<file path="config.mk">
export PLATFORM = sky130hd
export DESIGN_NAME = alu_arbiter
export DESIGN_NICKNAME = d
export VERILOG_FILES = /design/src/rtl/alu_arbiter.sv
export SDC_FILE = /design/constraint.sdc
export NUM_CORES = 1
export LEC_CHECK = 0
export CAP_MARGIN = 15
export CORE_MARGIN = 1
export CORE_UTILIZATION = 41
export CTS_BUF_LIST = sky130_fd_sc_hd__clkbuf_4
export CTS_CLUSTER_DIAMETER = 150
export DETAILED_ROUTE_END_ITERATION = 8
export MAX_ROUTING_LAYER = met4
export PLACE_DENSITY = 0.83
export SYNTH_ARGS = -nofsm -noshare
export SYNTH_HDL_FRONTEND = slang
export SYNTH_SLANG_ARGS = --single-unit
</file>
<file path="constraint.sdc">
create_clock -name clk -period 1.9 [get_ports clk]
set_clock_uncertainty 0.1 [all_clocks]
set_input_delay 0.475 -clock clk [delete_from_list [all_inputs] [get_ports clk]]
set_output_delay 0.475 -clock clk [all_outputs]
set_load 0.02 [all_outputs]
</file>
<file path="src/rtl/alu_arbiter.sv">
// Round-robin arbiter sharing one combinational ALU between NREQ requesters,
// with a registered operand stage and a registered valid/ready response port.
// Build option: define ALU_ARB_FIXED_PRIO_EN for fixed lowest-index priority.
module alu_arbiter #(
  parameter int NREQ = 2,
  parameter int TAGW = 4,
  parameter int IDW  = 1
) (
  input  logic                 clk,
  input  logic                 rst_n,
  input  logic [NREQ-1:0]      req_valid,
  output logic [NREQ-1:0]      req_ready,
  input  logic [4*NREQ-1:0]    req_op,
  input  logic [32*NREQ-1:0]   req_rs1,
  input  logic [32*NREQ-1:0]   req_rs2,
  input  logic [TAGW*NREQ-1:0] req_tag,
  output logic [3:0]           alu_op,
  output logic [31:0]          alu_rs1,
  output logic [31:0]          alu_rs2,
  input  logic [31:0]          alu_rd,
  input  logic                 alu_overflow,
  output logic                 rsp_valid,
  input  logic                 rsp_ready,
  output logic [IDW-1:0]       rsp_id,
  output logic [TAGW-1:0]      rsp_tag,
  output logic [31:0]          rsp_rd,
  output logic                 rsp_overflow
);

  // Op encodings shared with the ALU instance.
  localparam logic [3:0] ALU_ADD = 4'h0;
  localparam logic [3:0] ALU_SUB = 4'h1;

  localparam int IDW_EXP = (NREQ <= 2) ? 1 : $clog2(NREQ);

  if (NREQ < 2 || NREQ > 4) begin : g_bad_nreq
    $error("alu_arbiter: NREQ must be in 2..4");
  end
  if (IDW != IDW_EXP) begin : g_bad_idw
    $error("alu_arbiter: IDW must equal max(1, clog2(NREQ))");
  end

  typedef enum logic [1:0] {
    IDLE = 2'd0,
    EXEC = 2'd1,
    RESP = 2'd2
  } state_t;

  state_t            state_r;
  state_t            state_nxt_s;
  logic [IDW-1:0]    ptr_r;
  logic [IDW-1:0]    ptr_nxt_s;
  logic [IDW-1:0]    win_s;
  logic              win_vld_s;
  logic              arb_en_s;
  logic              accept_s;
  logic [3:0]        sel_op_s;
  logic [31:0]       sel_rs1_s;
  logic [31:0]       sel_rs2_s;
  logic [TAGW-1:0]   sel_tag_s;
  logic [3:0]        op_r;
  logic [31:0]       rs1_r;
  logic [31:0]       rs2_r;
  logic [TAGW-1:0]   tag_r;
  logic [IDW-1:0]    id_r;

  // Overflow is only meaningful for add/sub; everything else reports 0.
  function automatic logic ov_mask(input logic [3:0] op, input logic ov);
    logic res;
    case (op)
      ALU_ADD: res = ov;
      ALU_SUB: res = ov;
      default: res = 1'b0;
    endcase
    return res;
  endfunction

  // Circular priority search starting at ptr (or at 0 in fixed-priority builds).
  always_comb begin
    win_s     = '0;
    win_vld_s = 1'b0;
    for (int i = 0; i < NREQ; i++) begin
      int j;
`ifdef ALU_ARB_FIXED_PRIO_EN
      j = i;
`else
      j = int'(ptr_r) + i;
      if (j >= NREQ) begin
        j = j - NREQ;
      end else begin
        j = j;
      end
`endif
      if (!win_vld_s && req_valid[j]) begin
        win_vld_s = 1'b1;
        win_s     = j[IDW-1:0];
      end else begin
        win_vld_s = win_vld_s;
      end
    end
  end

  // Arbitration is open in IDLE and on the response handshake cycle only.
  always_comb begin
    arb_en_s = 1'b0;
    if (!rst_n) begin
      arb_en_s = 1'b0;
    end else if (state_r == IDLE) begin
      arb_en_s = 1'b1;
    end else if (state_r == RESP) begin
      arb_en_s = rsp_ready;
    end else begin
      arb_en_s = 1'b0;
    end
    accept_s = arb_en_s & win_vld_s;
  end

  // Next pointer is the slot after the winner, wrapping at NREQ-1.
  always_comb begin
    ptr_nxt_s = ptr_r;
`ifdef ALU_ARB_FIXED_PRIO_EN
    ptr_nxt_s = '0;
`else
    if (!accept_s) begin
      ptr_nxt_s = ptr_r;
    end else if (int'(win_s) == NREQ - 1) begin
      ptr_nxt_s = '0;
    end else begin
      ptr_nxt_s = win_s + {{(IDW-1){1'b0}}, 1'b1};
    end
`endif
  end

  // Winner's request fields.
  always_comb begin
    sel_op_s  = req_op[int'(win_s)*4 +: 4];
    sel_rs1_s = req_rs1[int'(win_s)*32 +: 32];
    sel_rs2_s = req_rs2[int'(win_s)*32 +: 32];
    sel_tag_s = req_tag[int'(win_s)*TAGW +: TAGW];
  end

  // State register.
  always_ff @(posedge clk or negedge rst_n) begin
    if (!rst_n) begin
      state_r <= IDLE;
    end else begin
      state_r <= state_nxt_s;
    end
  end

  // Next-state logic.
  always_comb begin
    state_nxt_s = state_r;
    case (state_r)
      IDLE: begin
        if (accept_s) begin
          state_nxt_s = EXEC;
        end else begin
          state_nxt_s = IDLE;
        end
      end
      EXEC: state_nxt_s = RESP;
      RESP: begin
        if (!rsp_ready) begin
          state_nxt_s = RESP;
        end else if (accept_s) begin
          state_nxt_s = EXEC;
        end else begin
          state_nxt_s = IDLE;
        end
      end
      default: state_nxt_s = IDLE;
    endcase
  end

  // Grant output: one-hot winner on an accept cycle, otherwise all low.
  always_comb begin
    req_ready = '0;
    if (accept_s) begin
      req_ready[win_s] = 1'b1;
    end else begin
      req_ready = '0;
    end
  end

  // Round-robin pointer.
  always_ff @(posedge clk or negedge rst_n) begin
    if (!rst_n) begin
      ptr_r <= '0;
    end else begin
      ptr_r <= ptr_nxt_s;
    end
  end

  // Operand stage; the ALU is driven straight from these registers.
  always_ff @(posedge clk or negedge rst_n) begin
    if (!rst_n) begin
      op_r  <= 4'h0;
      rs1_r <= 32'h0;
      rs2_r <= 32'h0;
      tag_r <= '0;
      id_r  <= '0;
    end else if (accept_s) begin
      op_r  <= sel_op_s;
      rs1_r <= sel_rs1_s;
      rs2_r <= sel_rs2_s;
      tag_r <= sel_tag_s;
      id_r  <= win_s;
    end
  end

  assign alu_op  = op_r;
  assign alu_rs1 = rs1_r;
  assign alu_rs2 = rs2_r;

  // Response stage: capture in EXEC, hold until the consumer takes it.
  always_ff @(posedge clk or negedge rst_n) begin
    if (!rst_n) begin
      rsp_valid    <= 1'b0;
      rsp_id       <= '0;
      rsp_tag      <= '0;
      rsp_rd       <= 32'h0;
      rsp_overflow <= 1'b0;
    end else if (state_r == EXEC) begin
      rsp_valid    <= 1'b1;
      rsp_id       <= id_r;
      rsp_tag      <= tag_r;
      rsp_rd       <= alu_rd;
      rsp_overflow <= ov_mask(op_r, alu_overflow);
    end else if (state_r == RESP && rsp_ready) begin
      rsp_valid    <= 1'b0;
    end
  end

endmodule
</file>
Yosys cells after proc, flatten, opt, wreduce, memory -nomap -nowiden
Index checks and enable logic that the tools add are counted.

Add/sub/neg operators: 4. Eq/ne operators: 3. Multiply operators: 0. Mux-type cells: 25. Divide/modulo/power cells: 0. Bitwise operators: 1. Magnitude comparators: 6. Shift-type cells: 4. Reductions and logical operators: 8.

Operators by type and width (count): 64-bit by 7-bit variable part select with 32-bit output (2); 32-bit by 3-bit less-than comparator with 1-bit output (second input constant) (2); 32-bit 2-to-1 mux (2); 1-bit 2-to-1 mux (19); 8-bit by 4-bit variable part select with 4-bit output (2); 2-bit one-hot mux with 3 select lines (1); 4-bit by 1-bit == test with 1-bit output (second input constant) (1); 4-bit zero test (1); 2-bit 2-to-1 mux (2); 1-bit logical AND (3); 1-bit by 2-bit subtractor with 3-bit output (second input constant) (1); 2-bit by 2-bit subtractor with 3-bit output (second input constant) (1); 1-bit by 1-bit adder with 2-bit output (second input constant) (1); 2-bit by 1-bit == test with 1-bit output (second input constant) (1); 2-bit == test (second input constant) (1); 1-bit by 2-bit greater-or-equal comparator with 1-bit output (second input constant) (1); 2-bit greater-or-equal comparator (second input constant) (1); 2-bit zero test (1); 1-bit by 2-bit less-than comparator with 1-bit output (second input constant) (1); 2-bit nonzero test (1); 2-bit OR reduction (1); 1-bit adder (second input constant) (1); 1-bit AND (1); 1-bit demux with 1-bit select (1); other kinds (2) (2).

Memories: 0. Memory bits (read-only): 0. Flip-flop bits (word level): 115. Latch bits: 0. RAM bits: 0. Output and inout bits: 109.

Longest topological paths before layout
Gate-level depths: netlist of run 1.

Depth after elaboration: 14. Mapped depth: 7.

Least setup slack after synthesis of run 1
No wires, ideal clock.

Path kind: input-to-output. Start: input req_valid[0]. End: output req_ready[1]. Setup slack: 0.127 ns. Cell stages on the path: 4. Data arrival time: 1.198 ns. Path buffers: 1. Data required time: 1.325 ns. Path through: nor2b_1 -> clkbuf_1 -> nand2b_1 -> nor2_1.

Cells in the longest elaborated chain, start to end: 12. Elaborated cells between the ends (all ways): 19. Those cells by class: order compare (2); mux (13); bitwise (1); reduce/logical (3).

RTL lines: from (decl) (line 11) `input logic [NREQ-1:0] req_valid,`; 1-bit 2-to-1 mux (implied by the code) (3 in a row) (line 94) `if (!win_vld_s && req_valid[j]) begin`; 1-bit 2-to-1 mux (line 94); 1-bit zero test (line 94); 1-bit logical AND (line 94); 1-bit 2-to-1 mux (line 94); 1-bit by 2-bit less-than comparator with 1-bit output (implied by the code) or 1-bit greater-or-equal comparator (tied branches) (line 180) `req_ready[win_s] = 1'b1;`; 1-bit logical AND (implied by the code) (line 180); 1-bit 2-to-1 mux (implied by the code) (line 180); 1-bit demux with 1-bit select (line 180); 2-bit 2-to-1 mux * (line 179) `if (accept_s) begin`; to (decl) (line 12) `output logic [NREQ-1:0] req_ready,`.

Every way passes the cells marked *; elsewhere a longest branch is shown, timed or not. The select of a mux whose other input is x is not followed.

Final worst setup path of run 1
Start: register state_r[0]. End: output req_ready[1].

Cells in the longest elaborated chain, start to end: 6. Elaborated cells between the ends (all ways): 7. Those cells by class: eq/ne (1); mux (4); bitwise (1); reduce/logical (1).

RTL lines: from (decl) (line 49) `state_t state_r;`; from (signal assigned) (line 147) `state_r <= state_nxt_s;`; 2-bit == test (line 110) `end else if (state_r == RESP) begin`; 1-bit 2-to-1 mux (line 110); 1-bit 2-to-1 mux * (line 108) `end else if (state_r == IDLE) begin`; 1-bit 2-to-1 mux * (line 106) `if (!rst_n) begin`; 1-bit AND * (line 115) `accept_s = arb_en_s & win_vld_s;`; 2-bit 2-to-1 mux * (line 179).

Every way passes the cells marked *; elsewhere a longest branch is shown, timed or not.

==> summary.txt, run 1 <==
Yosys
  • Yosys reg bits: 115
  • Post-synth EDFFs: 0
  • Post-Syn Nets: 710
  • Area contributors post-synth: dfrtp_1, a31oi_1, nand3b_1
  • Syn Area/Cell: 10.6 sq um
  • Synth async-reset ratio: 100%
  • Mapped Cells: 528
  • Share of the synthesized area in the top cell type: 51.6%
  • Post-Synthesis Cell Area: 5580 sq um
  • Syn. warnings: 0
  • Dominant cell type by area after synthesis: dfrtp_1
  • Synth unique cells: 22
  • Synth top cells by count: a31oi_1, dfrtp_1, nand3b_1
  • Most common cell in the netlist: a31oi_1
  • Main flop type after synthesis: dfrtp_1
  • Register area share after synthesis: 51.6%

GRT
  • Grt ovf: 0
  • Number of global-route vias before repair: 5,841
  • Largest net degree at the start of global routing: 89
  • Initial antenna violation count: 1
  • Tot GR Track Use: 28.3%
  • First-pass GRT wire length: 30,400 um

Timing
  • Max Clk Rate: 487 MHz
  • Slew of the pin with the lowest slew margin: 0.956 ns
  • Crit share post-route: 108%
  • Min cycle time layout: 2.05 ns
  • Max-slew violation count: 0
  • Setup Viol. Count Final: 2
  • Setup_tns: -0.238 ns
  • Worst Slack Setup Final: -0.151 ns
  • Final hold vios: 0
  • RSZ-0062 raised after global routing: yes
  • Relative slew slack: 36.3%

Route
  • WL per Instance: 19.8 um
  • WL final: 19,400 um
  • Via density: 5.89
  • DR pass1 iterations: 5
  • Detailed-route via count: 5,789
  • Initial DRC Count: 551
  • DRC violations left: 0
  • Post-detailed-route count of antenna-violating nets: 0

Critical path
  • Arr. time, crit path: 1.48 ns
  • CP endpoint kind: output port
  • Crit-path max cell delay: 0.43 ns
  • CP max stage cell: dfrtp_1
  • Critical path required time: 1.32 ns
  • R2R cell count: 4
  • Critical Path Source Type: flip-flop
  • Crit path kind: reg2out
  • Worst-path fanout max: 3
  • Worst-path cell chain: nor2b_4 -> nand3_4 -> nor2_2 -> buf_6

Die
  • Starting Density: 42.1%
  • Die area: 14,100 sq um
  • FP Rows: 42
  • Core area: 13,200 sq um
  • Die Height: 119 um
  • Die Wd: 119 um
  • IO Pins: 291

Pwr
  • Pwr Density: 1100 nW/um^2
  • Pleak: 0.00347 uW
  • Final Power: 9750 uW
  • Worst vdd ir: 510 uV

CTS
  • CTS H-tree depth: 4
  • Root Driver: clkbuf_4
  • CTS tree: yes
  • Clock sinks: 115
  • CTS max path bufs: 2
  • CTS buffer count: 17
  • CTS Hold Bufs: 0
  • Worst-path clk slew: 0.12 ns
  • Clk_lat worst skew: 0.50 ns

Hold path
  • Worst Hold Class: in2async

Place
  • Post-DP HPWL: 13,000 um
  • Post-Place Cells: 947
  • Placement Setup Slack: -0.622 ns
  • GPL Wtd Cong: 0.836
  • Port bufs: 290

Flow run
  • Max-cap violation count: 0

Status
  • Failing checks: negative setup slack
  • Outcome: complete, but fails checks

Finish
  • Non-Filler Instances: 983
  • P&R area growth vs syn: 58.3%
  • Layout cells sized above 1: 13.5%
  • Fill cell count: 1,076
  • Multi-input gate area: 2400 sq um
  • Fin nets: 975
  • Storage element area: 2880 sq um
==> final timing paths <==
kind / startpoint / to / slack, ns
max: state_r[0] / req_ready[1] / -0.15
min: rst_n / alu_rs2[12] / 0.13
max reg2reg: state_r[0] / alu_rs1[19] / 0.04
min reg2reg: rsp_tag[0] / rsp_tag[0] / 0.41
max in group asynchronous: rst_n / tag_r[2] / 0.45
min in group clk: rsp_tag[0] / rsp_tag[0] / 0.41
==> kinds of logic (layout without fill, tap and decap cells) <==
group,count (synthesis),count (layout),synth area share (%)
muxes,40,40,8.07
and+or+nand+nor,84,84,11.1
DFF,115,115,51.6
buffers and inverters,70,348,6.35
other,0,1,0
AOI/OAI and AO/OA,219,219,22.9
==> flip-flops by register name, indices dropped and copies added, names as in the netlist <==
name,cells
alu_op,4
alu_rs1,32
alu_rs2,32
id_r,1
ptr_r,1
rsp_id,1
rsp_overflow,1
rsp_rd,32
rsp_tag,4
rsp_valid,1
state_r,2
tag_r,4
==> power breakdown <==
part / internal (uW) / switching (uW) / total, uW
clock network: 1170 / 976 / 2140
registers: 3200 / 403 / 3600
logic: 1790 / 2210 / 4000
==> cell type report <==
class / instances / share of cell area [%]
Inverter: 3 / 0.128
Sequential cell: 115 / 32.6
Clock buffer: 17 / 1.45
Clock inverter: 15 / 2.39
Timing Repair Buffer: 313 / 33.7
Multi-Input combinational cell: 343 / 27.2
Antenna cell: 1 / 0.0283
Tap cell: 176 / 2.49
==> metrics by stage <==
stage               utilization [%]  hold WS [ns]  cell area [sq um]
detailed placement             64.7         0.395               8570
floorplan                         -        0.0794               5580
CTS                            66.5         0.118               8810
finish                         66.7         0.134               8830
global placement               64.7         0.387               8570
global route                   66.7         0.150               8830
==> layer usage <==
layer / GRT usage [%] / up-vias / share of wire, %
met1: 32.1 / 2804 / 38
met3: 6.76 / 56 / 8.0
met5: - / - / 0
met4: 12.7 / 0 / 3.6
li1: - / 2558 / -
met2: 47.4 / 371 / 50
==> critical path: cells and delay by family, from the launching register on <==
kind | cells | cell delay, ns
DFF | 1 | 0.43
buffers and inverters | 1 | 0.14
and+or+nand+nor | 3 | 0.42
==> what timing repair did <==
| action | 4_1_cts | 5_1_grt |
|---|---|---|
| pin swaps | 2 | 2 |
| setup endpoints to repair | 109 | 45 |
| gates resized for setup | 126 | 6 |
| buffers inserted | 3 | 0 |
==> cells in the final DEF (no fill, tap or decap), types with 2 or more instances in the layout <==
cell and count:
clkinv_2 2, buf_12 3, nand3b_1 72, clkbuf_4 17, bufinv_16 5, buf_4 20
a21oi_1 2, nand2b_4 2, dlygate4sd2_1 107, nor2_2 2, a31oi_1 144, buf_6 3
inv_2 2, mux2_2 40, o21ai_1 5, clkinv_1 3, dfrtp_1 115, clkinvlp_4 3
clkdlybuf4s50_1 177, o21ai_0 67, nor2b_4 3, inv_6 2
Note: power is estimated with default switching activity, not from simulation.
==> run 2: changes to the inputs <==
--- a/config.mk
+++ b/config.mk
@@ -6,13 +6,14 @@
 export NUM_CORES = 1
 export LEC_CHECK = 0
 export CAP_MARGIN = 15
-export CORE_MARGIN = 1
-export CORE_UTILIZATION = 41
+export CORE_AREA = 2 2 112 114
 export CTS_BUF_LIST = sky130_fd_sc_hd__clkbuf_4
 export CTS_CLUSTER_DIAMETER = 150
 export DETAILED_ROUTE_END_ITERATION = 8
+export DIE_AREA = 0 0 114 116
+export DONT_BUFFER_PORTS = 1
 export MAX_ROUTING_LAYER = met4
-export PLACE_DENSITY = 0.83
+export PLACE_DENSITY = 0.61
 export SYNTH_ARGS = -nofsm -noshare
 export SYNTH_HDL_FRONTEND = slang
 export SYNTH_SLANG_ARGS = --single-unit
==> run 2 against run 1 <==
The run ends with negative hold slack, negative setup slack left. Setup slack improved by 0.068 ns. Critical path type unchanged. Critical path depth did not move. Register-to-register slack improved by 0.23 ns. Largest power group is now registers. Cell count down 23%. Clock power is 13% lower.
==> summary.txt, run 2 (synthesis results as in run 1) <==
Route
  • Post-detailed-route count of antenna-violating nets: 0 (unchanged)
  • Via density: 6.48 (+10%)
  • Detailed-route via count: 4,913 (-15%)
  • WL final: 17,500 um (-9.9%)
  • Wire length on met3: 1800 um (+16%)
  • WL met2: 8930 um (-8.0%)
  • Top sig layer: met4
  • Initial DRC Count: 532 (-3.4%)
  • WL met1: 6550 um (-12%)
  • WL per Instance: 23.1 um (+17%)
  • DR pass1 iterations: 5 (unchanged)
  • DRC violations left: 0 (unchanged)

Die
  • Die Wd: 114 um (-3.9%)
  • Die area: 13,200 sq um (-6.1%)
  • Core area: 11,900 sq um (-10%)
  • Starting Density: 46.8% (+4.7 points)
  • Die Height: 116 um (-2.2%)
  • IO Pins: 291 (unchanged)
  • FP Rows: 40 (-4.8%)

Critical path
  • Worst-path cell chain: nor2b_4 -> nand3_4 -> nor2_4 -> buf_6
  • Crit-path max cell delay: 0.42 ns (about the same)
  • CP Buf/Inv Count: 1 (unchanged)
  • CP top delay family: flip-flops
  • Critical Path Source Type: flip-flop
  • Critical path required time: 1.32 ns (about the same)
  • Crit path kind: reg2out
  • Worst-path fanout max: 3 (unchanged)
  • CP max stage cell: dfrtp_1
  • Arr. time, crit path: 1.41 ns (-0.07 ns)
  • RR Startpoint: ptr_r
  • Critical R2R Capture: alu_rs1[0]
  • Setup slack, reg-to-reg: 0.27 ns (+0.23 ns)
  • CP endpoint kind: output port
  • R2R cell count: 6 (+2)

Timing
  • Relative slew slack: 45.9% (+9.7 points)
  • Worst Slack Setup Final: -0.0834 ns (+0.0680 ns)
  • Setup_tns: -0.152 ns (+0.0861 ns)
  • Smallest hold slack: -0.447 ns (-0.580 ns)
  • Crit share post-route: 104% (-3.6 points)
  • Max Clk Rate: 504 MHz (+3.4%)
  • Setup Viol. Count Final: 2 (unchanged)
  • Max-slew violation count: 0 (unchanged)
  • Final hold vios: 115 (+115)
  • Min cycle time layout: 1.98 ns (-0.0680 ns)
  • RSZ-0062 raised after global routing: yes
  • Slew of the pin with the lowest slew margin: 0.811 ns (-0.145 ns)

CTS
  • Clk_lat worst skew: 0.50 ns (about the same)
  • CTS H-tree depth: 4 (unchanged)
  • Root Driver: clkbuf_4
  • CTS max path bufs: 2 (unchanged)
  • Clock sinks: 115 (unchanged)
  • CTS buffer count: 17 (unchanged)
  • CTS tree: yes
  • Worst-path clk slew: 0.12 ns (about the same)

Finish
  • Final Util: 58.6% (-8.1 points)
  • Layout cells sized above 1: 17.0% (+3.5 points)
  • P&R area growth vs syn: 25.0%
  • Fin nets: 781 (-20%)
  • # diodes: 0 (-1)
  • Most frequent cells in the layout: a31oi_1, dfrtp_1, dlygate4sd3_1
  • Commonest non-fill, non-tap cell in the layout: a31oi_1

Status
  • Failing checks: negative hold slack, negative setup slack
  • Outcome: complete, but fails checks

Flow run
  • Max-cap violation count: 0 (unchanged)

Pwr
  • Pleak: 0.00260 uW (-25%)
  • Pwr Density: 1200 nW/um^2 (+8.7%)
  • Worst vdd ir: 516 uV (+1.2%)

Hold path
  • Worst Hold Class: in2async

GRT
  • Largest net degree at the start of global routing: 117 (+31%)
  • First-pass GRT wire length: 24,900 um (-18%)
  • Tot GR Track Use: 25.0% (-3.3 points)
  • Number of global-route vias before repair: 4,663 (-20%)
  • Initial antenna violation count: 0 (-1)
  • Grt ovf: 0 (unchanged)

Place
  • GPL Wtd Cong: 0.786 (-6.0%)
  • Post-DP HPWL: 10,200 um (-22%)
  • Port bufs: 0 (-100%)
-- run 2: cell types whose count changed in the layout (fill, tap and decap cells not counted), sizes merged --
cell           previous run  this run
clkinv                    5         6
bufinv                    5         3
clkdlybuf4s15             2         0
inv                       5         3
clkdlybuf4s50           177         0
buf                      27        20
dlygate4sd2             107         0
clkinvlp                  3         5
diode                     1         0
dlygate4sd3               0        99
-- run 2: power breakdown --
part	switching, uW	total, uW	internal, uW
clock	977	1870	897
sequential	1550	4740	3200
combinational	816	1750	936
-- run 2: routing by layer --
metal	global-route usage, %	up-vias
met1	28.3	2422
li1	-	2158
met4	8.21	0
met3	7.90	19
met5	-	-
met2	42.4	314
-- run 2: what timing repair did --
| item | in CTS | in global routing |
|---|---|---|
| pin swaps | 3 | 0 |
| endpoints found under the setup margin | 2 | 2 |
| buffers inserted | 5 | 1 |
| resized for setup | 8 | 1 |
| hold endpoints to repair | 171 | 146 |
| hold buffers | 66 | 33 |
-- run 2: cell type report --
cell class / instances / area [sq um]
fill: 1001 / 4930
sequential: 115 / 2880
multi-input combinational: 343 / 2400
timing repair buffer: 119 / 1210
tap: 147 / 184
clock inverter: 14 / 165
clock buffer: 17 / 128
inverter: 3 / 11.3
-- run 2: worst max-delay path by stage --
stage,startpoint,to,depth (start not counted)
2_1_floorplan,req_valid[0],req_ready[1],4
3_3_place_gp,rst_n,req_ready[0],4
3_5_place_dp,req_valid[1],alu_rs2[19],4
4_1_cts,state_r[0],req_ready[0],4
5_1_grt,state_r[0],req_ready[0],4
6_report,state_r[0],req_ready[0],4
-- run 2: metrics by stage --
stage | setup slack (ns) | cells | cell area, sq um | total power [uW] | hold slack, ns
after global routing | -0.180 | 758 | 6980 | 8780 | -0.520
after floorplan | 0.127 | 528 | 5580 | 5840 | 0.0794
final | -0.0834 | 758 | 6980 | 8370 | -0.447
after global placement | 0.0994 | 622 | 5610 | 6220 | 0.0815
after CTS | -0.136 | 724 | 6640 | 8320 | -0.494
after detailed placement | 0.0876 | 622 | 5610 | 6310 | 0.0809
